$ cat src/rtl/mem_access_unit_if.sv
// Data-memory request/acknowledge bus between the MEM-stage controller and the data memory.
interface mem_access_unit_if;
    logic        req;
    logic        we;
    logic [31:0] addr;
    logic [31:0] wdata;
    logic [31:0] rdata;
    logic        ack;

    modport master (output req, we, addr, wdata, input rdata, ack);
    modport slave  (input req, we, addr, wdata, output rdata, ack);
endinterface

$ cat src/rtl/mem_access_unit.sv
// MEM-stage access controller: runs one data-memory handshake per load/store, stalls the
// pipeline while waiting, and retires a hung access as a bubble with a bus-error report.
//   state  | meaning
//   IDLE   | no access outstanding; non-memory ops pass straight through
//   ACCESS | request held, pipeline stalled, waiting for ack or timeout
//   ABORT  | one-cycle bubble retiring a timed-out access, bus_err raised
module mem_access_unit #(
    parameter int TIMEOUT  = 16,
    parameter int ERRCNT_W = 8
) (
    input  logic                clk,
    input  logic                rst_n,
    input  logic                ex_valid,
    input  logic                ex_MemRead,
    input  logic                ex_MemWrite,
    input  logic                ex_RegWrite,
    input  logic                ex_MemtoReg,
    input  logic [31:0]         ex_ALU_Result,
    input  logic [31:0]         ex_Write_Data,
    input  logic [4:0]          ex_regdst,
    mem_access_unit_if.master   dmem,
    output logic                stall,
    output logic [31:0]         Read_Data,
    output logic [31:0]         Address,
    output logic [4:0]          regdst,
    output logic                RegWrite_o,
    output logic                MemtoReg_o,
    output logic                bus_err,
    output logic [ERRCNT_W-1:0] err_count
);
    typedef enum logic [1:0] {ST_IDLE, ST_ACCESS, ST_ABORT} state_e;

    localparam int               CNT_W    = $clog2(TIMEOUT);
    // Down-counter loaded on entry to ACCESS; the IDLE request cycle counts as the first wait.
    localparam logic [CNT_W-1:0] CNT_LOAD = CNT_W'(TIMEOUT - 2);

    state_e                state_q, state_d;
    logic [CNT_W-1:0]      cnt_q, cnt_d;
    logic [ERRCNT_W-1:0]   err_count_q, err_count_d;
    logic                  mem_op, req, bubble, complete, abort;

    assign mem_op = ex_valid & (ex_MemRead | ex_MemWrite);

    always_comb begin
        state_d     = state_q;
        cnt_d       = cnt_q;
        err_count_d = err_count_q;
        req         = 1'b0;
        bubble      = 1'b0;
        complete    = 1'b0;
        abort       = 1'b0;
        case (state_q)
            ST_IDLE: begin
                if (mem_op) begin
                    req = 1'b1;
                    if (dmem.ack) begin
                        complete = 1'b1;
                    end else begin
                        bubble  = 1'b1;
                        state_d = ST_ACCESS;
                        cnt_d   = CNT_LOAD;
                    end
                end
            end
            ST_ACCESS: begin
                req = 1'b1;
                if (dmem.ack) begin
                    complete = 1'b1;
                    state_d  = ST_IDLE;
                    cnt_d    = '0;
                end else begin
                    bubble = 1'b1;
                    if (cnt_q == '0) state_d = ST_ABORT;
                    else             cnt_d   = cnt_q - CNT_W'(1);
                end
            end
            ST_ABORT: begin
                bubble  = 1'b1;
                abort   = 1'b1;
                state_d = ST_IDLE;
                if (err_count_q != '1) err_count_d = err_count_q + ERRCNT_W'(1);
            end
            default: state_d = ST_IDLE;
        endcase
    end

    always_comb begin
        dmem.req   = req & rst_n;
        dmem.we    = ex_MemWrite;
        dmem.addr  = ex_ALU_Result;
        dmem.wdata = ex_Write_Data;
        stall      = req & ~complete & rst_n;
        bus_err    = abort & rst_n;
        Address    = ex_ALU_Result;
        regdst     = ex_regdst;
        RegWrite_o = ~bubble & ex_valid & ex_RegWrite & rst_n;
        MemtoReg_o = ~bubble & ex_MemtoReg;
        Read_Data  = (complete & ~ex_MemWrite) ? dmem.rdata : 32'h0;
        err_count  = err_count_q;
    end

    always_ff @(posedge clk) begin
        if (!rst_n) begin
            state_q     <= ST_IDLE;
            cnt_q       <= '0;
            err_count_q <= '0;
        end else begin
            state_q     <= state_d;
            cnt_q       <= cnt_d;
            err_count_q <= err_count_d;
        end
    end
endmodule

$ cat src/flat_wrapper.sv
// flat-port wrapper written by rule: the top's interface ports become plain ports
module mem_access_unit_flat 
#(
    parameter int TIMEOUT  = 16,
    parameter int ERRCNT_W = 8
)
  (clk, rst_n, ex_valid, ex_MemRead, ex_MemWrite, ex_RegWrite, ex_MemtoReg, ex_ALU_Result, ex_Write_Data, ex_regdst, stall, Read_Data, Address, regdst, RegWrite_o, MemtoReg_o, bus_err, err_count, dmem_req, dmem_we, dmem_addr, dmem_wdata, dmem_rdata, dmem_ack);
  mem_access_unit_if dmem_i ();
  input  logic clk;
  input  logic rst_n;
  input  logic ex_valid;
  input  logic ex_MemRead;
  input  logic ex_MemWrite;
  input  logic ex_RegWrite;
  input  logic ex_MemtoReg;
  input  logic [31:0] ex_ALU_Result;
  input  logic [31:0] ex_Write_Data;
  input  logic [4:0] ex_regdst;
  output logic stall;
  output logic [31:0] Read_Data;
  output logic [31:0] Address;
  output logic [4:0] regdst;
  output logic RegWrite_o;
  output logic MemtoReg_o;
  output logic bus_err;
  output logic [ERRCNT_W-1:0] err_count;
  output wire logic [$bits(dmem_i.req)-1:0] dmem_req;
  output wire logic [$bits(dmem_i.we)-1:0] dmem_we;
  output wire logic [$bits(dmem_i.addr)-1:0] dmem_addr;
  output wire logic [$bits(dmem_i.wdata)-1:0] dmem_wdata;
  input wire logic [$bits(dmem_i.rdata)-1:0] dmem_rdata;
  input wire logic [$bits(dmem_i.ack)-1:0] dmem_ack;
  assign dmem_req = dmem_i.req;
  assign dmem_we = dmem_i.we;
  assign dmem_addr = dmem_i.addr;
  assign dmem_wdata = dmem_i.wdata;
  assign dmem_i.rdata = dmem_rdata;
  assign dmem_i.ack = dmem_ack;
  mem_access_unit #(.TIMEOUT(TIMEOUT), .ERRCNT_W(ERRCNT_W)) u_core (.clk(clk), .rst_n(rst_n), .ex_valid(ex_valid), .ex_MemRead(ex_MemRead), .ex_MemWrite(ex_MemWrite), .ex_RegWrite(ex_RegWrite), .ex_MemtoReg(ex_MemtoReg), .ex_ALU_Result(ex_ALU_Result), .ex_Write_Data(ex_Write_Data), .ex_regdst(ex_regdst), .dmem(dmem_i), .stall(stall), .Read_Data(Read_Data), .Address(Address), .regdst(regdst), .RegWrite_o(RegWrite_o), .MemtoReg_o(MemtoReg_o), .bus_err(bus_err), .err_count(err_count));
endmodule
$ cat config.mk
export PLATFORM = sky130hd
export DESIGN_NAME = mem_access_unit_flat
export DESIGN_NICKNAME = d
export VERILOG_FILES = /design/src/rtl/mem_access_unit_if.sv /design/src/rtl/mem_access_unit.sv /design/src/flat_wrapper.sv
export SDC_FILE = /design/constraint.sdc
export NUM_CORES = 1
export LEC_CHECK = 0
export CAP_MARGIN = 10
export CORE_AREA = 5 5 96 98
export DETAILED_ROUTE_END_ITERATION = 6
export DIE_AREA = 0 0 101 103
export DONT_BUFFER_PORTS = 1
export PLACE_DENSITY_LB_ADDON = 0.3
export SLEW_MARGIN = 20
export SYNTH_ARGS = -nofsm -noshare
export SYNTH_HDL_FRONTEND = slang
export SYNTH_SLANG_ARGS = --single-unit
export TNS_END_PERCENT = 1
$ cat constraint.sdc
create_clock -name clk -period 1.7 [get_ports clk]
set_input_delay 0.425 -clock clk [delete_from_list [all_inputs] [get_ports clk]]
set_output_delay 0.425 -clock clk [all_outputs]
set_load 0.02 [all_outputs]
---- Yosys cells after proc, flatten, opt, wreduce, memory -nomap -nowiden ----
Cells that the tools add are included.
operators by class
  add/sub/neg operators ................... 2
  $mul .................................... 0
  divide/modulo/power cells ............... 0
  magnitude comparators ................... 0
  equality and inequality tests ........... 7
  shift operators ......................... 0
  muxes and demuxes ....................... 20
  bitwise operators ....................... 14
  reductions and logical operators ........ 6
operator list
  cell                                                                      count
  32-bit two-way mux                                                        1
  4-bit two-way mux                                                         4
  1-bit AND                                                                 10
  8-bit by 1-bit adder with 8-bit output (second input constant)            1
  2-bit two-way mux                                                         4
  8-bit inequality test (second input constant)                             1
  4-bit one-hot mux with 2 select lines                                     1
  1-bit two-way mux                                                         6
  4-bit zero test                                                           1
  1-bit one-hot mux with 2 select lines                                     2
  2-bit one-hot mux with 2 select lines                                     1
  4-bit AND reduction                                                       1
  4-bit by 1-bit subtractor with 4-bit output (second input constant)       1
  3-bit by 2-bit inequality test with 1-bit output (second input constant)  1
  3-bit inequality test (second input constant)                             1
  1-bit NOT                                                                 3
  1-bit one-hot mux with 3 select lines                                     1
  3-bit AND reduction                                                       1
  2-bit by 1-bit == test with 1-bit output (second input constant)          1
  2-bit == test (second input constant)                                     1
  2-bit zero test                                                           1
  2-bit by 1-bit inequality test with 1-bit output (second input constant)  1
  2-bit inequality test (second input constant)                             1
  2-bit AND reduction                                                       1
  other kinds (2)                                                           2
word-level totals
  bits in registers ....................... 14
  latch bits .............................. 0
  RAM bits ................................ 0
  bits in read-only memories .............. 0
  input bits .............................. 109
  output and inout bits ................... 147
  word-level logic and storage cells ...... 52
  memories kept ........................... 0

---- Longest topological paths before layout ----
  depth after elaboration ................. 8
  gate-level depth with buffers ........... 5
  gate-level depth less buffers ........... 5

---- Worst setup path before layout ----
No wires, ideal clock.
  path kind ............................... input-to-output
  start ................................... input dmem_ack
  end ..................................... output Read_Data[10]
  data arrival time ....................... 1302 ps
  data required time ...................... 1275 ps
  path slack .............................. -27 ps
  cell stages on the path ................. 4
  buffers on the path ..................... 2
  cell sequence ........................... buf_6 nor4b_2 clkbuf_1 and2_1
on the way
  word-level cells in the longest chain between the ends .. 5
ends and longest elaborated chain
  item                                     line                                          text
  start, declared                          flat_wrapper.sv:32                            input wire logic [$bits(dmem_i.ack)-1:0] dmem_ack;
  1-bit two-way mux *                      mem_access_unit.sv:56, mem_access_unit.sv:67
  1-bit two-way mux                        mem_access_unit.sv:54                         if (mem_op) begin
  1-bit one-hot mux with 2 select lines *  mem_access_unit.sv:52                         case (state_q)
  1-bit AND *                              mem_access_unit.sv:98                         Read_Data = (complete & ~ex_MemWrite) ? dmem.rdata : 32'h0;
  32-bit two-way mux *                     mem_access_unit.sv:98
  end, declared                            flat_wrapper.sv:20                            output logic [31:0] Read_Data;
Mark *: on every way between the ends. The rest lies on a longest branch, timed or not.

---- Worst setup path after layout ----
  start ................................... register u_core.state_q[1]
  end ..................................... output Read_Data[18]
on the way
  word-level cells in the longest chain between the ends .. 4
  elaborated cells between the ends (all ways) .. 5
ends and longest elaborated chain
  item                                                                         line                    text
  start, declared                                                              mem_access_unit.sv:37   state_e state_q, state_d;
  start signal, assigned                                                       mem_access_unit.sv:108  state_q <= state_d;
  2-bit by 1-bit == test with 1-bit output or 2-bit zero test (tied branches)  mem_access_unit.sv:52
  1-bit one-hot mux with 2 select lines *                                      mem_access_unit.sv:52
  1-bit AND *                                                                  mem_access_unit.sv:98
  32-bit two-way mux *                                                         mem_access_unit.sv:98
Marks and branches as above.

==> summary.json <==
{
  "irDropWorstVdd": {"value": 336, "unit": "uV"},
  "drt_pass1_iterations": {"value": 4},
  "place_congestion": {"value": 0.723},
  "finalSetupViolations": {"value": 32},
  "worstRegToRegCells": {"value": 5},
  "worst_skew_pair.late_latency": {"value": 250, "unit": "ps"},
  "min_path_type": {"value": "primary input to flip-flop"},
  "post_synth_instance_area": {"value": 1840, "unit": "um2"},
  "synth_async_sr_flop_share": {"value": 0, "unit": "%"},
  "fin_worst_skew": {"value": 1.05, "unit": "ps"},
  "totalNegativeSetupSlack": {"value": -2550, "unit": "ps"},
  "syn-instance-count": {"value": 235},
  "mappedNetlistNets": {"value": 347},
  "crit_cells": {"value": 3},
  "synthesis.area_per_instance": {"value": 7.82, "unit": "um2"},
  "remaining_drc_errors": {"value": 0},
  "detail_route.iter0.violations": {"value": 47},
  "synth-main-ff-cell": {"value": "dfxtp_1"},
  "rsz0062_at_grt": {"value": "true"},
  "timing.critical_path.arrival": {"value": 1360, "unit": "ps"},
  "core_area": {"value": 8380, "unit": "um2"},
  "violations_in_the_final_reports": {"value": "setup timing"},
  "synth-edff-count": {"value": 0},
  "final_max_slew_viol_count": {"value": 0},
  "floorplan.initialDensity": {"value": 21.9, "unit": "%"},
  "post-route-worst-setup-slack": {"value": -87.8, "unit": "ps"},
  "detailedPlacementHpwl": {"value": 3360, "unit": "um"},
  "outcome": {"value": "finished with violations"},
  "critPathSlowestCell": {"value": "dfxtp_4"},
  "leakage": {"value": 0.000558, "unit": "uW"},
  "drive_above_1_share": {"value": 43.3, "unit": "%"},
  "cts_inserted_buffers": {"value": 3},
  "finalCritPeriodShare": {"value": 105, "unit": "%"},
  "final_period_minus_worst_setup_slack": {"value": 1790, "unit": "ps"},
  "cts_tree": {"value": "built"},
  "layout.cells.most_common_list": {"value": "31 x and2_2, 20 x buf_4, 12 x dfxtp_1"},
  "worst_ep_required": {"value": 1270, "unit": "ps"},
  "area_overhead_of_the_layout_relative_to_synthesis": {"value": -20.9, "unit": "%"},
  "clock_tree_root_buffer_cell": {"value": "clkbuf_8"},
  "overall_routing_resource_usage": {"value": 7.21, "unit": "%"},
  "floorplan.die.height": {"value": 103, "unit": "um"},
  "crit_path_cell_trace": {"value": "nor4b_4, buf_12, and2_2"},
  "grt_first_pass_wirelength": {"value": 5890, "unit": "um"},
  "grt_start_max_net_pins": {"value": 33},
  "clk_pin_slew": {"value": 60, "unit": "ps"},
  "placementRows": {"value": 34},
  "clock_tree.buffer_depth": {"value": 2},
  "path_delay_family": {"value": "simple AND/OR/NAND/NOR gates"},
  "hold_ws": {"value": 291, "unit": "ps"},
  "critPathMaxStageDelay": {"value": 370, "unit": "ps"},
  "worstSetupEndpointType": {"value": "output pin"},
  "fin_total_pwr": {"value": 848, "unit": "uW"},
  "grt_overflow": {"value": 0},
  "worstSetupStartpointType": {"value": "flip-flop"},
  "post_cts_hold_buffer_count": {"value": 0},
  "grt_pass1_vias": {"value": 1059},
  "slew_at_the_pin_closest_to_its_max_slew_limit": {"value": 521, "unit": "ps"},
  "detailed_route_vias_per_instance": {"value": 4.34},
  "vias": {"value": 1120},
  "postRouteWirelength": {"value": 4200, "unit": "um"},
  "crit_path_max_fanout": {"value": 32},
  "placed_cells": {"value": 254},
  "final_common_cell": {"value": "and2_2"},
  "clock.fmax": {"value": 559, "unit": "MHz"},
  "antenna_violations_before_repair": {"value": 0},
  "slew_headroom": {"value": 65.2, "unit": "%"},
  "route.antenna.remaining_nets": {"value": 0},
  "fp.dieW": {"value": 101, "unit": "um"},
  "cap_viol_max_count": {"value": 0},
  "ys_seq_area_share": {"value": 15.2, "unit": "%"},
  "worstSetupPathType": {"value": "flip-flop to output pin"},
  "final-instance-count-excl-fill": {"value": 258},
  "yosys_register_bits": {"value": 14},
  "floorplan.die_area": {"value": 10400, "unit": "um2"},
  "number_of_primary_i_o_pins": {"value": 256},
  "path_buf_inv": {"value": 1},
  "final_nets": {"value": 263},
  "wl_per_cell": {"value": 16.3, "unit": "um"},
  "yosysWarnings": {"value": 0},
  "cts.sink_count": {"value": 14},
  "port-buffer-count": {"value": 0},
  "number_of_distinct_standard_cells_referenced_by_the_synthesized_netlist": {"value": 41},
  "hold_violations": {"value": 0},
  "reg2reg_slack": {"value": 110, "unit": "ps"},
  "insertedDiodeCount": {"value": 0},
  "hold-path-cell-count": {"value": 1},
  "pwr_density_cell": {"value": 584, "unit": "nW/um2"},
  "htree_levels": {"value": 1}
}
path summary, 6_finish.rpt:
check                      start                  end
max            u_core.state_q[1]        Read_Data[18]
min                        rst_n      u_core.cnt_q[0]
max reg2reg      u_core.cnt_q[0]      u_core.cnt_q[0]
min reg2reg  u_core.err_count[4]  u_core.err_count[4]
synthesized netlist by cell type, drive strengths merged, types with 2 or more instances:
cell / number / share of area, %
a211oi: 2 / 0.82
a21oi: 10 / 2.7
a221oi: 2 / 1.3
a31oi: 2 / 0.68
and2: 33 / 11
and3b: 2 / 0.95
and4: 3 / 1.4
buf: 106 / 43
clkbuf: 4 / 0.82
dfxtp: 14 / 15
ha: 3 / 2.0
inv: 2 / 0.41
mux2i: 3 / 1.6
nand2: 7 / 1.4
nand2b: 5 / 1.7
nand3: 4 / 1.1
nor2: 3 / 0.61
nor2b: 3 / 1.0
nor3: 6 / 1.6
nor4b: 2 / 1.3
o21a: 2 / 0.82
o41ai: 2 / 0.95
state kept, by name (all words and copies together), names as in the netlist:
name              count
u_core.err_count      8
u_core.cnt_q          4
u_core.state_q        2
where the power goes:
group          leakage (uW)  switching [uW]  internal (uW)
logic              0.000414            95.1           66.6
registers          0.000115            10.1            337
clock network     0.0000288             134            206
total              0.000558             240            609
layer usage:
layer,vias up,track usage (%),part of all wire [%],wire (um)
met5,-,0,0,0
met3,14,4.33,12,486
met1,516,10.6,45,1890
met4,0,2.15,1.0,44
li1,517,-,-,-
met2,73,8.41,42,1780
cell type report:
class	instances	area, um2
Multi-Input combinational cell	108	797
Fill cell	952	6930
Inverter	3	11.3
Timing Repair Buffer	21	170
Sequential cell	14	285
Tap cell	108	135
Clock buffer	4	55.1
kinds of logic (layout without fill, tap and decap cells):
kind of cell / count (synthesis) / in the layout / share of synthesized area, %
buf+inv: 113 / 28 / 44.9
simple gates: 74 / 74 / 25.1
compound gates: 28 / 28 / 11.1
flops: 14 / 14 / 15.2
fa+ha+maj: 3 / 3 / 2.04
mux: 3 / 3 / 1.63
timing repair:
item,CTS,global route
setup endpoints to repair,35,36
pin swaps,2,0
gates resized for setup,35,4
setup buffers,0,0
through the flow:
step | setup WS (ps) | area, um2 | utilization, %
2_1_floorplan | -27.2 | 1840 | -
3_3_place_gp | 17.6 | 1340 | 16.0
3_5_place_dp | 10.9 | 1340 | 16.0
4_1_cts | -90.4 | 1440 | 17.2
5_1_grt | -145 | 1450 | 17.3
6_report | -87.8 | 1450 | 17.3
No activity file was read; power rests on OpenSTA's default activity.
